--- config.mk ---
export PLATFORM = sky130hd
export DESIGN_NAME = ifid_hazard_ctl_flat
export DESIGN_NICKNAME = d
export VERILOG_FILES = /design/src/rtl/ifid_fetch_if.sv /design/src/rtl/ifid_hazard_ctl.sv /design/src/flat_wrapper.sv
export SDC_FILE = /design/constraint.sdc
export NUM_CORES = 1
export LEC_CHECK = 0
export ABC_AREA = 1
export BUFFER_PORTS_ARGS = -buffer_cell sky130_fd_sc_hd__buf_2
export CORE_MARGIN = 5
export CORE_UTILIZATION = 43
export DETAILED_ROUTE_END_ITERATION = 8
export GPL_TIMING_DRIVEN = 0
export PLACE_DENSITY_LB_ADDON = 0.15
export SLEW_MARGIN = 20
export SYNTH_ARGS = -nofsm -noshare
export SYNTH_HDL_FRONTEND = slang
export SYNTH_SLANG_ARGS = --single-unit
--- constraint.sdc ---
create_clock -name clk -period 3 [get_ports clk]
set_input_delay 0.6 -clock clk [delete_from_list [all_inputs] [get_ports clk]]
set_output_delay 0.6 -clock clk [all_outputs]
set_load 0.02 [all_outputs]
--- src/rtl/ifid_fetch_if.sv ---
// Fetch-stage <-> IF/ID controller interface: fetched word and PC+1 in,
// PC control (redirect, write enable, freeze) out.
interface ifid_fetch_if #(
  parameter int unsigned AW = 8,
  parameter int unsigned IW = 32
);
  logic [IW-1:0] inst;
  logic [AW-1:0] pcadd;
  logic          pcsrc;
  logic [AW-1:0] addresult;
  logic          pcwrite;
  logic          freeze;

  modport master (output inst, pcadd, input pcsrc, addresult, pcwrite, freeze);
  modport slave  (input inst, pcadd, output pcsrc, addresult, pcwrite, freeze);
endinterface

--- src/rtl/ifid_hazard_ctl.sv ---
// IF/ID pipeline register with ID-stage branch resolution, load-use stall and halt control.
// Optional stall statistics counter enabled by macro IFID_STALL_CNT_EN.
module ifid_hazard_ctl #(
  parameter int unsigned AW = 8,
  parameter int unsigned IW = 32
) (
  input  logic           clk,
  input  logic           rst_n,
  ifid_fetch_if.slave    fetch,
  input  logic [31:0]    rs_val,
  input  logic [31:0]    rt_val,
  input  logic           idex_memread,
  input  logic [4:0]     idex_rt,
  input  logic           halt_req,
  output logic [4:0]     id_rs,
  output logic [4:0]     id_rt,
  output logic [IW-1:0]  ifid_inst,
  output logic [AW-1:0]  ifid_pc1,
  output logic           idex_bubble,
  output logic [15:0]    stall_cnt
);

  localparam int unsigned OPW = 6;
  localparam logic [OPW-1:0] OP_BEQ = OPW'(6'b000100);
  localparam logic [OPW-1:0] OP_BNE = OPW'(6'b000101);
  localparam logic [OPW-1:0] OP_J   = OPW'(6'b000010);

  typedef enum logic [1:0] {ST_RUN, ST_STALL, ST_FLUSH, ST_HALT} state_t;
  typedef enum logic [1:0] {LD_HOLD, LD_FETCH, LD_NOP} ld_t;

  state_t        r_state, w_state_nxt;
  ld_t           w_ld;
  logic [IW-1:0] r_inst;
  logic [AW-1:0] r_pc1;
  logic [OPW-1:0] w_op;
  logic          w_taken;
  logic          w_hazard;
  logic [AW-1:0] w_target;
  logic          w_pcsrc;
  logic [AW-1:0] w_addr;
  logic          w_pcwrite;
  logic          w_freeze;
  logic          w_bubble;

  assign w_op   = r_inst[31:26];
  assign id_rs  = r_inst[25:21];
  assign id_rt  = r_inst[20:16];

  assign w_taken = ((w_op == OP_BEQ) && (rs_val == rt_val)) ||
                   ((w_op == OP_BNE) && (rs_val != rt_val)) ||
                   (w_op == OP_J);

  // Jumps use the low address bits directly; branches are PC+1 relative and wrap.
  assign w_target = (w_op == OP_J) ? r_inst[AW-1:0]
                                   : AW'(r_pc1 + r_inst[AW-1:0]);

  assign w_hazard = idex_memread && (idex_rt != 5'd0) &&
                    ((idex_rt == id_rs) || (idex_rt == id_rt));

  always_ff @(posedge clk or negedge rst_n) begin
    if (!rst_n) r_state <= ST_RUN;
    else        r_state <= w_state_nxt;
  end

  // Priority: halt > load-use hazard > taken branch. FLUSH holds a NOP, so it never redirects.
  always_comb begin
    w_state_nxt = ST_RUN;
    w_ld        = LD_FETCH;
    w_pcsrc     = 1'b0;
    w_addr      = '0;
    w_pcwrite   = 1'b1;
    w_freeze    = 1'b0;
    w_bubble    = 1'b0;
    if (!rst_n) begin
      w_ld = LD_HOLD;
    end else if (halt_req) begin
      w_state_nxt = ST_HALT;
      w_ld        = LD_HOLD;
      w_pcwrite   = 1'b0;
      w_freeze    = 1'b1;
      w_bubble    = 1'b1;
    end else if (w_hazard) begin
      w_state_nxt = ST_STALL;
      w_ld        = LD_HOLD;
      w_pcwrite   = 1'b0;
      w_bubble    = 1'b1;
    end else if (w_taken && (r_state != ST_FLUSH)) begin
      w_state_nxt = ST_FLUSH;
      w_ld        = LD_NOP;
      w_pcsrc     = 1'b1;
      w_addr      = w_target;
    end
  end

  always_ff @(posedge clk or negedge rst_n) begin
    if (!rst_n) begin
      r_inst <= '0;
      r_pc1  <= '0;
    end else begin
      case (w_ld)
        LD_FETCH: begin
          r_inst <= fetch.inst;
          r_pc1  <= fetch.pcadd;
        end
        LD_NOP: begin
          r_inst <= '0;
          r_pc1  <= '0;
        end
        default: ;
      endcase
    end
  end

`ifdef IFID_STALL_CNT_EN
  logic [15:0] r_stall_cnt;

  // Saturating count of cycles with the PC held.
  always_ff @(posedge clk or negedge rst_n) begin
    if (!rst_n)                                    r_stall_cnt <= '0;
    else if (!w_pcwrite && (r_stall_cnt != 16'hFFFF)) r_stall_cnt <= r_stall_cnt + 16'd1;
  end

  assign stall_cnt = r_stall_cnt;
`else
  assign stall_cnt = '0;
`endif

  assign ifid_inst       = r_inst;
  assign ifid_pc1        = r_pc1;
  assign idex_bubble     = w_bubble;
  assign fetch.pcsrc     = w_pcsrc;
  assign fetch.addresult = w_addr;
  assign fetch.pcwrite   = w_pcwrite;
  assign fetch.freeze    = w_freeze;

endmodule

--- src/flat_wrapper.sv ---
// flat-port wrapper written by rule: the top's interface ports become plain ports
module ifid_hazard_ctl_flat 
#(
  parameter int unsigned AW = 8,
  parameter int unsigned IW = 32
)
  (clk, rst_n, rs_val, rt_val, idex_memread, idex_rt, halt_req, id_rs, id_rt, ifid_inst, ifid_pc1, idex_bubble, stall_cnt, fetch_inst, fetch_pcadd, fetch_pcsrc, fetch_addresult, fetch_pcwrite, fetch_freeze);
  ifid_fetch_if #(.AW(AW), .IW(IW)) fetch_i ();
  input  logic clk;
  input  logic rst_n;
  input  logic [31:0] rs_val;
  input  logic [31:0] rt_val;
  input  logic idex_memread;
  input  logic [4:0] idex_rt;
  input  logic halt_req;
  output logic [4:0] id_rs;
  output logic [4:0] id_rt;
  output logic [IW-1:0] ifid_inst;
  output logic [AW-1:0] ifid_pc1;
  output logic idex_bubble;
  output logic [15:0] stall_cnt;
  input wire logic [$bits(fetch_i.inst)-1:0] fetch_inst;
  input wire logic [$bits(fetch_i.pcadd)-1:0] fetch_pcadd;
  output wire logic [$bits(fetch_i.pcsrc)-1:0] fetch_pcsrc;
  output wire logic [$bits(fetch_i.addresult)-1:0] fetch_addresult;
  output wire logic [$bits(fetch_i.pcwrite)-1:0] fetch_pcwrite;
  output wire logic [$bits(fetch_i.freeze)-1:0] fetch_freeze;
  assign fetch_i.inst = fetch_inst;
  assign fetch_i.pcadd = fetch_pcadd;
  assign fetch_pcsrc = fetch_i.pcsrc;
  assign fetch_addresult = fetch_i.addresult;
  assign fetch_pcwrite = fetch_i.pcwrite;
  assign fetch_freeze = fetch_i.freeze;
  ifid_hazard_ctl #(.AW(AW), .IW(IW)) u_core (.clk(clk), .rst_n(rst_n), .fetch(fetch_i), .rs_val(rs_val), .rt_val(rt_val), .idex_memread(idex_memread), .idex_rt(idex_rt), .halt_req(halt_req), .id_rs(id_rs), .id_rt(id_rt), .ifid_inst(ifid_inst), .ifid_pc1(ifid_pc1), .idex_bubble(idex_bubble), .stall_cnt(stall_cnt));
endmodule
Yosys cells after proc, flatten, opt, wreduce, memory -nomap -nowiden
Cells that the tools add are included.
- flip-flop bits (word level): 42
- $add $sub $neg: 1
- eq/ne operators: 10
- multiplexer cells: 27
- reductions and logical operators: 10
- operator list (kind ; count):
    one-hot mux 32 bit (2 select lines) ; 1
    two-way mux 8 bit ; 5
    equality test 32 bit ; 1
    != test 32 bit ; 1
    two-way mux 2 bit ; 8
    one-hot mux 8 bit (2 select lines) ; 1
    equality test 6 x 3 -> 1 bit (second input constant) ; 2
    two-way mux 1 bit ; 12
    equality test 5 bit ; 2
    adder 8 bit ; 1
    equality test 6 x 2 -> 1 bit (second input constant) ; 1
    logical AND 1 bit ; 5
    nonzero test 5 bit ; 1
    logical OR 1 bit ; 3
    equality test 2 x 1 -> 1 bit (second input constant) ; 1
    equality test 2 bit (second input constant) ; 1
    != test 2 bit (second input constant) ; 1
    nonzero test 2 bit ; 1

Logic depth before layout (Yosys ltp)
- word-level depth: 11
- depth in mapped cells: 19
- mapped depth without buffers: 17

Least setup slack after synthesis
Ideal clock, no wire load.
- path type: input to register
- start: in rt_val[25]
- end: reg u_core.r_inst[18], in the netlist u_core.ifid_inst[18]
- arrival: 2.565 ns
- data required time: 2.917 ns
- slack: 0.352 ns
- stages: 17
- path buffers: 2
- cell sequence: xnor2_1 -> nand2_1 -> nor2_1 -> nand2_1 -> nor2_1 -> nand2_1 -> nand2_1 -> nand2_1 -> nand2_2 -> nand3_4 -> inv_1 -> ha_1 -> inv_1 -> buf_2 -> buf_1 -> nand3_1 -> o21ai_0
- cells in the longest elaborated chain, start to end: 11
- ends and longest elaborated chain (what ; RTL line ; source):
    start, declared ; flat_wrapper.sv:12 ; input logic [31:0] rt_val;
    equality test 32 bit or != test 32 bit (tied branches) ; ifid_hazard_ctl.sv:49, ifid_hazard_ctl.sv:50 ;
    logical AND 1 bit (on tied branches) ; ifid_hazard_ctl.sv:49, ifid_hazard_ctl.sv:50 ;
    logical OR 1 bit (*) ; ifid_hazard_ctl.sv:49 ; assign w_taken = ((w_op == OP_BEQ) && (rs_val == rt_val)) ||
    logical OR 1 bit (*) ; ifid_hazard_ctl.sv:50 ; ((w_op == OP_BNE) && (rs_val != rt_val)) ||
    logical AND 1 bit (*) ; ifid_hazard_ctl.sv:87 ; end else if (w_taken && (r_state != ST_FLUSH)) begin
    two-way mux 2 bit (*) ; ifid_hazard_ctl.sv:87 ;
    two-way mux 2 bit (*) ; ifid_hazard_ctl.sv:82 ; end else if (w_hazard) begin
    two-way mux 2 bit (*) ; ifid_hazard_ctl.sv:76 ; end else if (halt_req) begin
    two-way mux 2 bit (*) ; ifid_hazard_ctl.sv:74 ; if (!rst_n) begin
    equality test 2 bit or equality test 2 x 1 -> 1 bit (tied branches) ; ifid_hazard_ctl.sv:100 ; case (w_ld)
    one-hot mux 32 bit (2 select lines) or nonzero test 2 bit (tied branches) ; - ;
    end signal, assigned ; ifid_hazard_ctl.sv:102 ; r_inst <= fetch.inst;
    end, declared ; ifid_hazard_ctl.sv:33 ; logic [IW-1:0] r_inst;
Mark *: on every way between the ends. The rest lies on a longest branch, timed or not.
A chain may end at the register's enable or synchronous reset.

Worst setup path after layout
- start: reg u_core.r_inst[0], in the netlist u_core.ifid_inst[0]
- end: out fetch_addresult[6]
- cells in the longest elaborated chain, start to end: 6
- ends and longest elaborated chain (what ; RTL line ; source):
    adder 8 bit ; ifid_hazard_ctl.sv:55 ; : AW'(r_pc1 + r_inst[AW-1:0]);
    two-way mux 8 bit ; ifid_hazard_ctl.sv:54 ; assign w_target = (w_op == OP_J) ? r_inst[AW-1:0]
    two-way mux 8 bit ; ifid_hazard_ctl.sv:87 ;
    two-way mux 8 bit ; ifid_hazard_ctl.sv:82 ;
    two-way mux 8 bit ; ifid_hazard_ctl.sv:76 ;
    two-way mux 8 bit ; ifid_hazard_ctl.sv:74 ;
    end, declared ; flat_wrapper.sv:25 ; output wire logic [$bits(fetch_i.addresult)-1:0] fetch_addresult;
Every way passes these cells.

==> impl_metrics.toml <==
[clocking]
cts_buffer_depth = 2
cts.sinks = 42
root_buffer = "clkbuf_8"
cts_buffers = 5
cts.clk_slew.worst_paths_ns = 0.08
clkLatencyLatePin_ns = 0.29
cts_tree = "done"
ctsHtreeMaxLevel = 2
hold_buffers = 0

[synthesis]
yosysWarnings = 0
ys.flop_type = "dfrtp_1"
syn_inst = 424
ys_seq_elements = 42
ys_async_sr_fraction_pct = 100
synth_edf_count = 0
ys_seq_area_share_pct = 35.0
syn_area_mm2 = 0.00300
ys_types = 27
syn_area_per_cell_um2 = 7.08

[floorplan]
coreArea_mm2 = 0.00679
dieArea_mm2 = 0.00875
die_x_um = 93.6
start_util_pct = 44.2
io_pins = 191
fp-row-count = 30
die_y_um = 93.6

[sta]
fmax_mhz = 352
tightest_slew_ns = 0.589
hold_viol_final = 0
maxSlewViolCount = 0
finalCritPeriodShare_pct = 94.8
slew_headroom_pct = 60.8
setup-tns-final_ns = 0
setup_viol = 0
rsz0062_at_grt = "true"
period_minus_slack_ns = 2.84
fin_skew_ns = 0.00159

[setup_path]
crit_cells = 12
reg2reg_depth = 13
worstSetupPathType = "flip-flop to output pin"
path_cells = "ha_2 > inv_1 > fa_2 > nand3b_1 > nand2_1 > nand2_1 > nand2_1 > a21oi_1 > xnor2_1 > o21ai_0 > nor2_1 > buf_4"
critPathMaxFanout = 3
critPathRequiredTime_ns = 2.40
worstPathArrival_ns = 2.24
path_delay_family = "adder cells"
end_kind = "output pin"
critPathSlowestCell = "dfrtp_1"
cp_common_cell = "nand2_1"
reg2reg_setup_slack_ns = 0.33
slowest_delay_ns = 0.39
start_kind = "flip-flop"
cp.buffers_inverters = 2

[min_path]
hp-class = "input port to async pin"

[finish]
filler_cell_count = 651
regArea_mm2 = 0.00105
stdcell_count = 721
final_common_cell = "buf_2"
syn_to_final_growth_pct = 40.1
layout_common_cells = "174 x buf_2, 127 x nand2_1, 52 x inv_1, 47 x nand3_1, 42 x dfrtp_1"
fin_nets = 746
multi_input_area_mm2 = 0.00157
n_antenna_cell = 0
drive_above_1_share_pct = 36.2
design_area_mm2 = 0.00421

[placed_design]
portBuffers = 174
gp_congestion = 0.892
place_inst = 709
dpl.hpwl_mm = 7.43
placed_cell_area_mm2 = 0.00405

[global_route]
grt_usage_pct = 20.3
antenna_found_initial = 0
grt_pass1_wl_mm = 14.4
grt_max_degree = 47
grt_pass1_vias = 3211
overflow = 0

[job]
cap_viol_max_count = 0

[routing]
viasPerCell = 4.56
ant_nets = 0
drtIter0Drc = 86
wl_per_cell_um = 12.7
first_pass_iters = 4
vias = 3288
totalWireLength_mm = 9.19
drcViolationCount = 0

[run_status]
status = "completed"

[pwr]
leakage_nw = 2.50
vdd_ir_drop_max_uv = 437
p_per_area_mw_per_mm2 = 791
==> flip-flops by register name, indices dropped and copies added, names as in the netlist <==
signal,cells
u_core.ifid_inst,32
u_core.ifid_pc1,8
u_core.r_state,2
==> power breakdown <==
part / total (mW) / switching (mW) / internal, mW
Clock: 0.428 / 0.196 / 0.233
Sequential: 0.999 / 0.201 / 0.798
Combinational: 1.90 / 1.15 / 0.753
Total: 3.33 / 1.54 / 1.78
==> routing by layer <==
metal  GRT usage [%]  up-vias  routed length, um
met5               0        -                  0
met4            4.81        0                117
met3            5.71       11                916
met2            35.7      125               4380
met1            24.4     1470               3770
li1                -     1682                  -
==> cells by family (layout without fill, tap and decap cells) <==
kind of cell / Yosys count / in the layout / share of synthesized area, %
AOI/OAI and AO/OA: 32 / 32 / 5.63
buffers and inverters: 91 / 277 / 14.7
xor gates and xnor gates: 34 / 34 / 9.92
DFF: 42 / 42 / 35.0
and+or+nand+nor: 215 / 215 / 30.6
other: 1 / 16 / 0.125
adders and majority gates: 9 / 9 / 4.00
==> synth_stat cells, types with 2 or more instances <==
| cell | number | area [um^2] |
|---|---|---|
| buf_2 | 2 | 10.0 |
| a21oi_1 | 6 | 30.0 |
| o21ai_0 | 23 | 115 |
| ha_1 | 8 | 100 |
| xnor2_1 | 28 | 245 |
| buf_1 | 6 | 22.5 |
| nand4_1 | 5 | 31.3 |
| nand3_1 | 47 | 235 |
| clkbuf_1 | 5 | 18.8 |
| nand2_1 | 127 | 477 |
| buf_4 | 26 | 195 |
| dfrtp_1 | 42 | 1050 |
| inv_1 | 52 | 195 |
| nor2_1 | 28 | 105 |
| nand2_2 | 2 | 12.5 |
| xor2_1 | 6 | 52.6 |
==> worst paths after layout <==
| check | start | to |
|---|---|---|
| min in group clk | u_core.ifid_inst[10]$_DFFE_PN0P_ | u_core.ifid_inst[10]$_DFFE_PN0P_ |
| max reg2reg | u_core.ifid_inst[30]$_DFFE_PN0P_ | u_core.ifid_inst[4]$_DFFE_PN0P_ |
| min | rst_n | u_core.ifid_inst[13]$_DFFE_PN0P_ |
| min reg2reg | u_core.ifid_inst[10]$_DFFE_PN0P_ | u_core.ifid_inst[10]$_DFFE_PN0P_ |
| max | u_core.ifid_inst[0]$_DFFE_PN0P_ | fetch_addresult[6] |
| max in group asynchronous | rst_n | u_core.ifid_inst[28]$_DFFE_PN0P_ |
==> what timing repair did <==
item,4_1_cts,5_1_grt
resized for setup,2,6
setup buffers,0,4
endpoints found under the setup margin,30,25
pin swaps,0,4
==> stage by stage <==
stage | hold slack (ns) | total power, mW | setup slack (ns) | util [%]
detailed placement | 0.464 | 2.88 | -0.567 | 59.6
floorplan | 0.304 | 2.26 | 0.352 | -
finish | 0.295 | 3.33 | 0.157 | 61.9
global route | 0.339 | 3.62 | -0.0486 | 61.9
global placement | 0.459 | 2.85 | -0.532 | 59.6
CTS | 0.323 | 3.32 | 0.0570 | 61.3
==> layout make-up <==
class                   count  share of cell area [%]
plain buffers              39                    6.01
clock buffers               8                    2.62
inverters                  52                    4.64
multi-input cells         306                    37.4
flip-flops and latches     42                    25.0
well taps                  96                    2.86
repair buffers            178                    21.5
(Power assumes the default switching activity.)
